$ cat config.mk
export PLATFORM = sky130hd
export DESIGN_NAME = mem_arbiter
export DESIGN_NICKNAME = d
export VERILOG_FILES = /design/src/rtl/mem_arb_pkg.sv /design/src/rtl/mem_arbiter_rr_arb2.sv /design/src/rtl/mem_arbiter.sv
export SDC_FILE = /design/constraint.sdc
export NUM_CORES = 1
export LEC_CHECK = 0
export BUFFER_PORTS_ARGS = -buffer_cell sky130_fd_sc_hd__buf_2
export CAP_MARGIN = 5
export CORE_AREA = 2 2 234 236
export DETAILED_ROUTE_END_ITERATION = 10
export DIE_AREA = 0 0 236 238
export SLEW_MARGIN = 25
export SYNTH_ARGS = -nofsm -noshare
export SYNTH_HDL_FRONTEND = slang
export SYNTH_SLANG_ARGS = --single-unit
$ cat constraint.sdc
create_clock -name clk -period 1.9 [get_ports clk]
set_input_delay 0 -clock clk [delete_from_list [all_inputs] [get_ports clk]]
set_output_delay 0 -clock clk [all_outputs]
set_load 0.005 [all_outputs]
$ cat src/rtl/mem_arb_pkg.sv
`default_nettype none
// ============================================================================
// mem_arb_pkg: shared types and constants for the memory-port arbiter
// Revision: 1.0
// ============================================================================
package mem_arb_pkg;

    typedef enum logic [1:0] {
        IDLE = 2'd0,
        BUSY = 2'd1,
        RESP = 2'd2
    } state_e;

    localparam logic REQ_IFU = 1'b0;
    localparam logic REQ_LSU = 1'b1;

    // The counter must hold LATENCY-1; a single-cycle latency still needs one bit.
    function automatic int cnt_width(input int latency);
        return (latency > 1) ? $clog2(latency) : 1;
    endfunction

endpackage
`default_nettype wire

$ cat src/rtl/mem_arbiter_rr_arb2.sv
`default_nettype none
// ============================================================================
// rr_arb2: combinational two-way round-robin picker
// Revision: 1.0
// ============================================================================
module rr_arb2
    import mem_arb_pkg::*;
(
    input  logic valid0_i,
    input  logic valid1_i,
    input  logic last_grant_i,
    output logic grant_o,
    output logic grant_valid_o
);

    always_comb begin
        grant_o       = REQ_IFU;
        grant_valid_o = valid0_i | valid1_i;
        // On a tie the requester that did not win last time gets the port.
        if (valid0_i && valid1_i) begin
            grant_o = ~last_grant_i;
        end else if (valid1_i) begin
            grant_o = REQ_LSU;
        end
    end

endmodule
`default_nettype wire

$ cat src/rtl/mem_arbiter.sv
`default_nettype none
// ============================================================================
// mem_arbiter: shares one memory port between IFU (read) and LSU (read/write)
// Revision: 1.0
// ============================================================================
module mem_arbiter
    import mem_arb_pkg::*;
#(
    parameter int ADDR_WIDTH = 64,
    parameter int DATA_WIDTH = 64,
    parameter int LATENCY    = 1
) (
    input  logic                  clk,
    input  logic                  rst_n,

    input  logic                  ifu_req_valid_i,
    output logic                  ifu_req_ready_o,
    input  logic [ADDR_WIDTH-1:0] ifu_req_addr_i,
    output logic                  ifu_resp_valid_o,
    input  logic                  ifu_resp_ready_i,
    output logic [DATA_WIDTH-1:0] ifu_resp_data_o,

    input  logic                  lsu_req_valid_i,
    output logic                  lsu_req_ready_o,
    input  logic [ADDR_WIDTH-1:0] lsu_req_addr_i,
    input  logic                  lsu_req_wen_i,
    input  logic [DATA_WIDTH-1:0] lsu_req_wdata_i,
    input  logic [7:0]            lsu_req_mask_i,
    output logic                  lsu_resp_valid_o,
    input  logic                  lsu_resp_ready_i,
    output logic [DATA_WIDTH-1:0] lsu_resp_data_o,

    output logic [ADDR_WIDTH-1:0] mem_raddr_o,
    input  logic [DATA_WIDTH-1:0] mem_rdata_i,
    output logic [ADDR_WIDTH-1:0] mem_waddr_o,
    output logic [7:0]            mem_mask_o,
    output logic                  mem_wen_o,
    output logic [DATA_WIDTH-1:0] mem_wdata_o
);

    localparam int               CNT_W    = cnt_width(LATENCY);
    localparam logic [CNT_W-1:0] CNT_LOAD = CNT_W'(LATENCY - 1);
    localparam logic [CNT_W-1:0] CNT_ONE  = CNT_W'(1);

    state_e                state_q, state_d;
    logic [ADDR_WIDTH-1:0] addr_q, addr_d;
    logic [DATA_WIDTH-1:0] wdata_q, wdata_d;
    logic [7:0]            mask_q, mask_d;
    logic                  wen_q, wen_d;
    logic                  owner_q, owner_d;
    logic                  last_grant_q, last_grant_d;
    logic [CNT_W-1:0]      cnt_q, cnt_d;
    logic [DATA_WIDTH-1:0] rdata_q, rdata_d;

    logic                  grant;
    logic                  grant_valid;

    rr_arb2 u_rr_arb2 (
        .valid0_i      (ifu_req_valid_i),
        .valid1_i      (lsu_req_valid_i),
        .last_grant_i  (last_grant_q),
        .grant_o       (grant),
        .grant_valid_o (grant_valid)
    );

    always_ff @(posedge clk or negedge rst_n) begin
        if (!rst_n) begin
            state_q      <= IDLE;
            addr_q       <= '0;
            wdata_q      <= '0;
            mask_q       <= '0;
            wen_q        <= 1'b0;
            owner_q      <= REQ_IFU;
            last_grant_q <= REQ_IFU;
            cnt_q        <= '0;
            rdata_q      <= '0;
        end else begin
            state_q      <= state_d;
            addr_q       <= addr_d;
            wdata_q      <= wdata_d;
            mask_q       <= mask_d;
            wen_q        <= wen_d;
            owner_q      <= owner_d;
            last_grant_q <= last_grant_d;
            cnt_q        <= cnt_d;
            rdata_q      <= rdata_d;
        end
    end

    always_comb begin
        state_d          = state_q;
        addr_d           = addr_q;
        wdata_d          = wdata_q;
        mask_d           = mask_q;
        wen_d            = wen_q;
        owner_d          = owner_q;
        last_grant_d     = last_grant_q;
        cnt_d            = cnt_q;
        rdata_d          = rdata_q;
        ifu_req_ready_o  = 1'b0;
        lsu_req_ready_o  = 1'b0;
        ifu_resp_valid_o = 1'b0;
        lsu_resp_valid_o = 1'b0;
        mem_wen_o        = 1'b0;

        unique case (state_q)
            IDLE: begin
                // Ready goes only to the granted requester, so valid&&ready is implied here.
                if (grant_valid && rst_n) begin
                    ifu_req_ready_o = (grant == REQ_IFU);
                    lsu_req_ready_o = (grant == REQ_LSU);
                    owner_d         = grant;
                    last_grant_d    = grant;
                    cnt_d           = CNT_LOAD;
                    state_d         = BUSY;
                    if (grant == REQ_LSU) begin
                        addr_d  = lsu_req_addr_i;
                        wen_d   = lsu_req_wen_i;
                        wdata_d = lsu_req_wdata_i;
                        mask_d  = lsu_req_mask_i;
                    end else begin
                        addr_d  = ifu_req_addr_i;
                        wen_d   = 1'b0;
                        wdata_d = '0;
                        mask_d  = '0;
                    end
                end
            end
            BUSY: begin
                if (cnt_q == '0) begin
                    mem_wen_o = wen_q;
                    rdata_d   = wen_q ? '0 : mem_rdata_i;
                    state_d   = RESP;
                end else begin
                    cnt_d = cnt_q - CNT_ONE;
                end
            end
            RESP: begin
                ifu_resp_valid_o = (owner_q == REQ_IFU);
                lsu_resp_valid_o = (owner_q == REQ_LSU);
                if ((owner_q == REQ_IFU && ifu_resp_ready_i) ||
                    (owner_q == REQ_LSU && lsu_resp_ready_i)) begin
                    state_d = IDLE;
                end
            end
            default: begin
                state_d = IDLE;
            end
        endcase
    end

    assign mem_raddr_o     = addr_q;
    assign mem_waddr_o     = addr_q;
    assign mem_wdata_o     = wdata_q;
    assign mem_mask_o      = mask_q;
    assign ifu_resp_data_o = rdata_q;
    assign lsu_resp_data_o = rdata_q;

endmodule
`default_nettype wire

### Yosys cells after proc, flatten, opt, wreduce, memory -nomap -nowiden

Index checks and enable logic that the tools add are counted.
Widths: inputs -> output; s select.

* bits in writable memories: 0
* word-level logic and storage cells: 51
* memories kept: 0
* latch bits: 0
* input bits: 271
* flip-flop bits (word level): 205
* memory bits (read-only): 0

* muxes and demuxes: 22
* equal/unequal tests: 5
* order comparisons: 0
* shift operators: 0
* $mul: 0
* reduce and logical (&&, ||, !) cells: 11
* bitwise gates (word level): 4
* divide/modulo/power cells: 0
* add/subtract/negate cells: 1

Operators with widths (number)
* $mux 64: 3
* $mux 1: 13
* $mux 8: 1
* $mux 2: 3
* $ne 2x2->1 const B: 3
* $pmux 2 s3: 1
* $reduce_and 2->1: 3
* $logic_and 1x1->1: 4
* $not 1->1: 3
* $reduce_and 3->1: 1
* $eq 2x1->1 const B: 1
* $eq 2x2->1 const B: 1
* $logic_not 2->1: 1
* $pmux 1 s2: 1
* $reduce_bool 2->1: 1
* $logic_or 1x1->1: 1
* $or 1x1->1: 1
* $sub 1x1->1 const B: 1

### Longest topological paths before layout

Gate-level depths: netlist of run 1.

* depth in word-level cells: 5
* depth in mapped cells: 5
* depth with buffers taken out: 3

### Modules after synthesis

From an unflattened synthesis of run 1, not the netlist that was laid out.

* cell total of the unflattened synthesis: 867
* area total of the unflattened synthesis: 10413.7 µm²

By module, submodules not included
* mem_arbiter: cells each 865, area each 10400.0 µm², instances 1, seq. area each 5104.9 µm²
* rr_arb2: cells each 2, area each 13.8 µm², instances 1, seq. area each 0.0 µm²

### Worst setup path after synthesis of run 1

No wires, ideal clock.

* kind: reg-to-reg
* from: reg state_q[0]
* to: reg last_grant_q
* path slack: 452 ps
* setup time: 128 ps
* required time: 1772 ps
* cell stages (with the launch flop): 6
* arrival: 1320 ps
* clock period less this slack: 1448 ps
* buffers on the path: 2
* cells stage by stage: dfrtp_1 > or3b_4 > buf_6 > buf_6 > nor3b_2 > a21oi_1

* longest elaborated chain between the ends: 2

RTL lines
* start: declaration: RTL line mem_arbiter.sv:45 `state_e state_q, state_d;`
* start signal: assignment: RTL line mem_arbiter.sv:78 `state_q <= state_d;`
* $logic_not 2->1: RTL line mem_arbiter.sv:106 `unique case (state_q)`
* $reduce_and 2->1 (no line)
* end signal: assignment: RTL line mem_arbiter.sv:84 `last_grant_q <= last_grant_d;`
* end: declaration: RTL line mem_arbiter.sv:51 `logic last_grant_q, last_grant_d;`

Every way passes these cells.
A chain may end at the register's enable or synchronous reset.

### Final worst setup path of run 1

* from: reg state_q[1]
* to: out mem_wen_o

* longest elaborated chain between the ends: 2

RTL lines
* $eq 2x1->1: RTL line mem_arbiter.sv:106
* $mux 1: RTL line mem_arbiter.sv:106
* end: declaration: RTL line mem_arbiter.sv:37 `output logic mem_wen_o,`

Every way passes these cells.

==> results of run 1 <==
-- cell usage in the layout, fill, tap and decap left out, types with 2 or more instances in the layout --
cell,n
nand2_1,193
inv_1,2
clkinv_2,4
dfrtp_1,202
nor3_2,49
dlygate4sd3_1,269
clkbuf_8,8
clkbuf_16,25
buf_4,18
a22o_1,73
buf_6,2
buf_12,9
a221o_1,64
nor2_1,3
buf_2,601
dfrtp_2,2
clkbuf_1,2
o21ai_0,65
bufbuf_16,4
diode_2,3
nor3_1,15
bufinv_16,2
-- through the flow --
step | std cells | area [um2] | total power, mW | worst slack, ns | utilization, %
global route | 2324 | 16100 | 22.8 | -0.0214 | 30.0
floorplan | 879 | 9430 | 12.7 | 0.452 | -
detailed placement | 2000 | 12300 | 15.9 | 0.205 | 23.0
global placement | 2000 | 12300 | 15.8 | 0.225 | 23.0
CTS | 2323 | 16100 | 21.6 | -0.0334 | 30.1
finish | 2326 | 16100 | 21.5 | 0.0998 | 30.0
-- logic make-up after synthesis --
family | count (synthesis) | synth area share (%)
AO/OA/AOI/OAI | 204 | 17.1
buffers and inverters | 203 | 14.1
AND/OR/NAND/NOR | 267 | 14.5
flip-flops | 204 | 54.1
multiplexers | 1 | 0.119
-- critical path, cell delays in order (launching register included) --
cell	delay [ns]
dfrtp_1	0.42
nand2b_4	0.36
buf_6	0.26
nor2_1	0.09
buf_2	0.12
-- area by class of cell --
type                            count  share of cell area, %
Clock inverter                      8                  0.599
Timing Repair Buffer              905                   38.6
Sequential cell                   204                   31.8
Tap cell                          696                   5.42
Multi-Input combinational cell    472                   18.8
Clock buffer                       35                   4.62
Inverter                            3                 0.0701
Antenna cell                        3                 0.0467
-- metal layers --
metal	global-route usage [%]	vias up	routed length (um)
met4	6.02	0	1640
met1	14.7	4602	14700
met2	22.4	495	18700
met5	0	-	0
met3	2.48	73	2630
li1	-	4415	-
-- repair_timing --
action | CTS | global route
pin swaps | 3 | 2
hold buffers | 269 | 0
cloned | 4 | 0
endpoints found under the setup margin | 2 | 5
buffers inserted | 7 | 1
endpoints found under the hold margin | 348 | 0
resized for setup | 4 | 3
-- power breakdown --
group / leakage, nW / internal, mW / switching (mW)
sequential: 2.59 / 6.30 / 1.69
clock: 0.416 / 2.97 / 1.83
combinational: 5.26 / 4.50 / 4.21
total: 8.27 / 13.8 / 7.73
-- sequential cells by signal (all words and copies together) (netlist names) --
name / flops
mem_wdata_o: 64
state_q: 2
mem_raddr_o: 64
ifu_resp_data_o: 64
last_grant_q: 1
mem_mask_o: 8
wen_q: 1
-- how the worst max path moves through the flow --
stage	depth (start not counted)	to	start
global route	5	lsu_req_ready_o	state_q[1]$_DFFE_PN0P_
global placement	5	mem_wdata_o[58]$_DFFE_PN0P_	state_q[0]$_DFFE_PN0P_
detailed placement	5	mem_wdata_o[45]$_DFFE_PN0P_	state_q[0]$_DFFE_PN0P_
floorplan	5	last_grant_q$_DFFE_PN0P_	state_q[0]$_DFFE_PN0P_
finish	4	mem_wen_o	state_q[1]$_DFFE_PN0P_
CTS	4	ifu_req_ready_o	state_q[1]$_DFFE_PN0P_
==> metrics.md, run 1 <==
| Metric | Value |
|---|---|
| RSZ-0062 raised after global routing | `true` |
| Gr usage total | `about 13%` |
| Initial Util | `between 10% and 20%` |
| CTS max path bufs | `3` |
| Top cells by count, synth | `204 x dfrtp_1, 193 x nand2_1, 128 x buf_4, 73 x a22o_1, 65 x o21ai_0` |
| Reg2reg setup slack | `~0.10 ns` |
| Syn Inst Count | `between 800 and 900` |
| Via/cell ratio | `around 4.1` |
| Number of fill cells | `roughly 5500` |
| Post-Route WL | `approximately 38000 um` |
| Full die area | `~56000 um2` |
| Clock Skews | `roughly 0.014 ns` |
| Max-Cap Viols | `0` |
| Initial antenna violation count | `2` |
| IO Pins | `about 600` |
| Startpoint types | `register` |
| Final antenna-violating net count | `0` |
| Final Net Count | `around 1900` |
| Critical-path maximum fanout | `36` |
| Syn. warnings | `0` |
| Reg2reg end | `mem_raddr_o[30]$_DFFE_PN0P_` |
| Drt pass-1 iters | `5` |
| Clk Latency, worst-skew pair | `approximately 0.53 ns` |
| DR iter-0 viols | `about 540` |
| PortBufs | `~600` |
| Yosys top cell area share | `a little over half` |
| CTS sink cnt | `a little over 200` |
| Via count | `9585` |
| Routed wire per std cell | `approximately 16 um` |
| Hold depth | `4` |
| Hold WS | `0.0662 ns` |
| Count leader, synth | `dfrtp_1` |
| GRT overflow | `0` |
| Synth top area cells | `dfrtp_1 54%, buf_4 10%, nand2_1 7.7%` |
| Area grow syn2layout | `70.5%` |
| Hold path start | `lsu_req_valid_i` |
| Setup TNS | `0 ns` |
| Max VDD drop | `0.000590 V` |
| Core Region | `approximately 53000 um2` |
| Tmin final | `1.80 ns` |
| Status | `finished clean` |
| Post-synth EDFFs | `0` |
| Worst slew margin | `between 40% and 50%` |
| Post-Syn Area | `~9400 um2` |
| Synth unique cells | `22` |
| Vias in the first global route | `9799` |
| Least-Margin Pin Slew | `about 0.75 ns` |
| Final Max Slew Viols | `0` |
| Die width | `236 um` |
| Die height | `approximately 240 um` |
| CP endpoint kind | `primary output` |
| Crit path DAT | `~1.8 ns` |
| # DRC | `0` |
| Hold endpoint | `state_q[0]$_DFFE_PN0P_` |
| Fraction of layout cells with a size suffix above 1 | `roughly 45%` |
| Pwr per Cell Area | `1340 nW/um2` |
| Achievable Freq | `between 500 and 600 MHz` |
| Synth async-reset ratio | `100%` |
| Synth area leader | `dfrtp_1` |
| Largest net degree at the start of global routing | `140` |
| CTS H-tree lvls | `1` |
| Final setup viols | `0` |
| Register area | `between 5000 and 6000 um2` |
| First-pass GRT wire length | `56300 um` |
| Fin. Hold Viols | `0` |
| Root Buffer | `clkbuf_16` |
| Ys flop type | `dfrtp_1` |
| Leak | `about 8.3 nW` |
| Hold Crit Class | `input port to register` |
| Net Count, Synth | `~1200` |
| Routability Congestion | `between 0.8 and 0.9` |
| Setup CP Type | `register to primary output` |
| Synthesized area per cell | `~11 um2` |
| TritonCTS Buffers | `24` |
| Ratio of final minimum period to clock period | `94.7%` |
| Worst Reg-to-Reg Cells | `6` |
| CP required | `around 1.9 ns` |
| Row Count | `85` |
| HPWL after DPL | `24400 um` |
| CTS tree | `done` |
| Synth Register Bits | `204` |
| Part of the Yosys area used for sequential elements | `between 50% and 60%` |
| Area of the multi-input gates | `around 3000 um2` |
| CTS clk-pin slew, worst paths | `around 0.060 ns` |
| R2R Path Start | `state_q[0]$_DFFE_PN0P_` |
Power figures use the tool's default switching activity.
==> run 2, diff against run 1 <==
- CORE_AREA: 2 2 234 236 -> 2 2 232 234
- CTS_BUF_LIST: default -> sky130_fd_sc_hd__clkbuf_8
- DIE_AREA: 0 0 236 238 -> 0 0 234 236
==> run 2 against run 1 <==
Against the previous run:
- register-to-register slack worse by 0.02 ns
- largest cell class unchanged
- sequential power about the same
- power decreased by 3.5%
- first-iteration DRC count down 27%
- critical path type is now register to register
==> metrics.md, run 2 (synthesis gave the netlist of run 1 again) <==
| Metric | Value |
|---|---|
| Full die area | `55200 um2 (was 56200 um2)` |
| Hold Crit Class | `input port to asynchronous set/reset pin (was input port to register)` |
| Worst path cell trace | `or3b_4 > buf_4 > nor3_1 > a221o_1 (was nand2b_4 > buf_6 > nor2_1 > buf_2)` |
| CTS clk-pin slew, worst paths | `0.06 ns (about the same)` |
| DR iter-0 viols | `390 (was 535)` |
| Leak | `8.23 nW (was 8.27 nW)` |
| Fin. Hold Viols | `0 (unchanged)` |
| Setup TNS | `0 ns (unchanged)` |
| Routed wire per std cell | `15.7 um (was 16.2 um)` |
| Die width | `234 um (was 236 um)` |
| Max-Cap Viols | `0 (unchanged)` |
| Gr usage total | `12.6% (about the same)` |
| NetSw | `7.59 mW (was 7.73 mW)` |
| Via/cell ratio | `4.09 (was 4.12)` |
| Final setup viols | `0 (unchanged)` |
| TritonCTS Buffers | `37 (was 24)` |
| Clock network power share | `20.9% (was 22.3%)` |
| Seq pwr share | `38.5% (was 37.2%)` |
| Comb power frac | `40.6% (was 40.5%)` |
| Vias in the first global route | `9745 (was 9799)` |
| Post-Route WL | `36700 um (was 37700 um)` |
| Clk Latency, worst-skew pair | `0.56 ns (was 0.53 ns)` |
| CTS H-tree lvls | `2 (was 1)` |
| Worst slew margin | `49.1% (was 49.9%)` |
| PortBufs | `603 (unchanged)` |
| CTS sink cnt | `204 (unchanged)` |
| GRT overflow | `0 (unchanged)` |
| # DRC | `0 (unchanged)` |
| Slowest CP cell | `nor3_1 (was dfrtp_1)` |
| Row Count | `85 (unchanged)` |
| Startpoint types | `register (unchanged)` |
| Via count | `9581 (was 9585)` |
| IO Pins | `604 (unchanged)` |
| Most frequent cells in the layout | `602 x buf_2, 271 x dlygate4sd3_1, 202 x dfrtp_1 (was 601 x buf_2, 269 x dlygate4sd3_1, 202 x dfrtp_1)` |
| Root Buffer | `clkbuf_8 (was clkbuf_16)` |
| Final antenna-violating net count | `0 (unchanged)` |
| Die height | `236 um (was 238 um)` |
| Achievable Freq | `549 MHz (was 555 MHz)` |
| Net Sw Frac | `36.5% (was 35.9%)` |
| Status | `finished clean (unchanged)` |
| Final Max Slew Viols | `0 (unchanged)` |
| Worst Slack Setup Final | `0.0802 ns (was 0.0998 ns)` |
| First-pass GRT wire length | `54400 um (was 56300 um)` |
| Routability Congestion | `0.859 (was 0.849)` |
| Initial antenna violation count | `4 (was 2)` |
| Critical Path Start | `state_q[1]$_DFFE_PN0P_ (unchanged)` |
| Largest net degree at the start of global routing | `133 (was 140)` |
| Core Region | `53100 um2 (was 53500 um2)` |
| CTS max path bufs | `3 (unchanged)` |
| Critical-path maximum fanout | `9 (was 36)` |
| Reg2reg setup slack | `0.08 ns (was 0.1 ns)` |
| Clock Skews | `0.0223 ns (was 0.0144 ns)` |
| CP endpoint kind | `register (was primary output)` |
| Crit path DAT | `2.31 ns (was 1.80 ns)` |
| CTS tree | `done (unchanged)` |
| Pint | `13.2 mW (was 13.8 mW)` |
| R2R Path Start | `state_q[1]$_DFFE_PN0P_ (was state_q[0]$_DFFE_PN0P_)` |
| Tmin final | `1.82 ns (was 1.80 ns)` |
| Post-route total power | `20.8 mW (was 21.5 mW)` |
| Ratio of final minimum period to clock period | `95.8% (was 94.7%)` |
| Setup CP Type | `register to register (was register to primary output)` |
| Commonest non-fill, non-tap cell in the layout | `buf_2 (unchanged)` |
| Area grow syn2layout | `68.8% (was 70.5%)` |
| CP required | `2.39 ns (was 1.90 ns)` |
| Pre-CTS WS | `0.212 ns (was 0.205 ns)` |
| Initial Util | `17.8% (was 17.6%)` |
| HPWL after DPL | `24800 um (was 24400 um)` |
| Pwr per Cell Area | `1300 nW/um2 (was 1340 nW/um2)` |
| Biggest cell delay along the critical path | `0.53 ns (was 0.42 ns)` |
| Final Cell Area | `15900 um2 (was 16100 um2)` |
| Core Util, Final | `30.0% (about the same)` |
| RSZ-0062 raised after global routing | `true (unchanged)` |
| Dpl cell area | `12300 um2 (about the same)` |
| Fraction of layout cells with a size suffix above 1 | `45.3% (about the same)` |
| Final Net Count | `1889 (was 1881)` |
| Least-Margin Pin Slew | `0.764 ns (was 0.751 ns)` |
| Drt pass-1 iters | `5 (unchanged)` |
| Max VDD drop | `0.000615 V (was 0.000590 V)` |
run 2: path summary, 6_finish.rpt:
check / end / cells past startpoint
worst max-delay path: mem_raddr_o[30]$_DFFE_PN0P_ / 4
worst min-delay path: mem_raddr_o[57]$_DFFE_PN0P_ / 3
worst max register to register: mem_raddr_o[30]$_DFFE_PN0P_ / 4
worst min register to register: mem_wdata_o[34]$_DFFE_PN0P_ / 1
max in group asynchronous: state_q[0]$_DFFE_PN0P_ / 4
min in group clk: last_grant_q$_DFFE_PN0P_ / 4
run 2: layout make-up:
type / count / area, um2
inverter: 3 / 11.3
antenna: 3 / 7.51
fill: 5422 / 37200
clock buffer: 50 / 688
clock inverter: 14 / 95.1
multi-input combinational: 472 / 3030
sequential: 204 / 5110
tap: 696 / 871
timing repair buffer: 900 / 6110
run 2: layer usage:
layer | GRT usage (%) | up-vias | part of all wire [%]
met5 | 0 | - | 0
met4 | 6.44 | 0 | 4.3
met3 | 2.95 | 85 | 7.4
met2 | 21.9 | 495 | 49
met1 | 14.4 | 4560 | 39
li1 | - | 4441 | -
run 2: worst max-delay path, delay by kind of cell (launching register included):
kind            cells  cell delay, ns
compound gates      1            0.19
buf+inv             1            0.20
flops               1            0.43
simple gates        2            0.96
run 2: what timing repair did:
action	4_1_cts	5_1_grt
cloned	1	0
hold buffers	271	0
setup endpoints to repair	2	2
hold endpoints to repair	358	0
resized for setup	2	2
pin swaps	3	0
buffers inserted	3	0
run 2: through the flow:
stage / hold WS, ns / std cells
detailed placement: -0.190 / 2000
global route: 0.123 / 2341
finish: 0.140 / 2342
CTS: 0.0911 / 2339
floorplan: -0.296 / 879
global placement: -0.189 / 2000
run 2: power groups by stage:
stage	clock network, mW	logic (mW)	registers (mW)
after floorplan	0	4.94	7.76
after global placement	0	7.88	7.90
after detailed placement	0	7.97	7.95
after CTS	4.60	8.47	7.95
after global routing	4.79	9.32	8.20
final	4.33	8.43	7.99
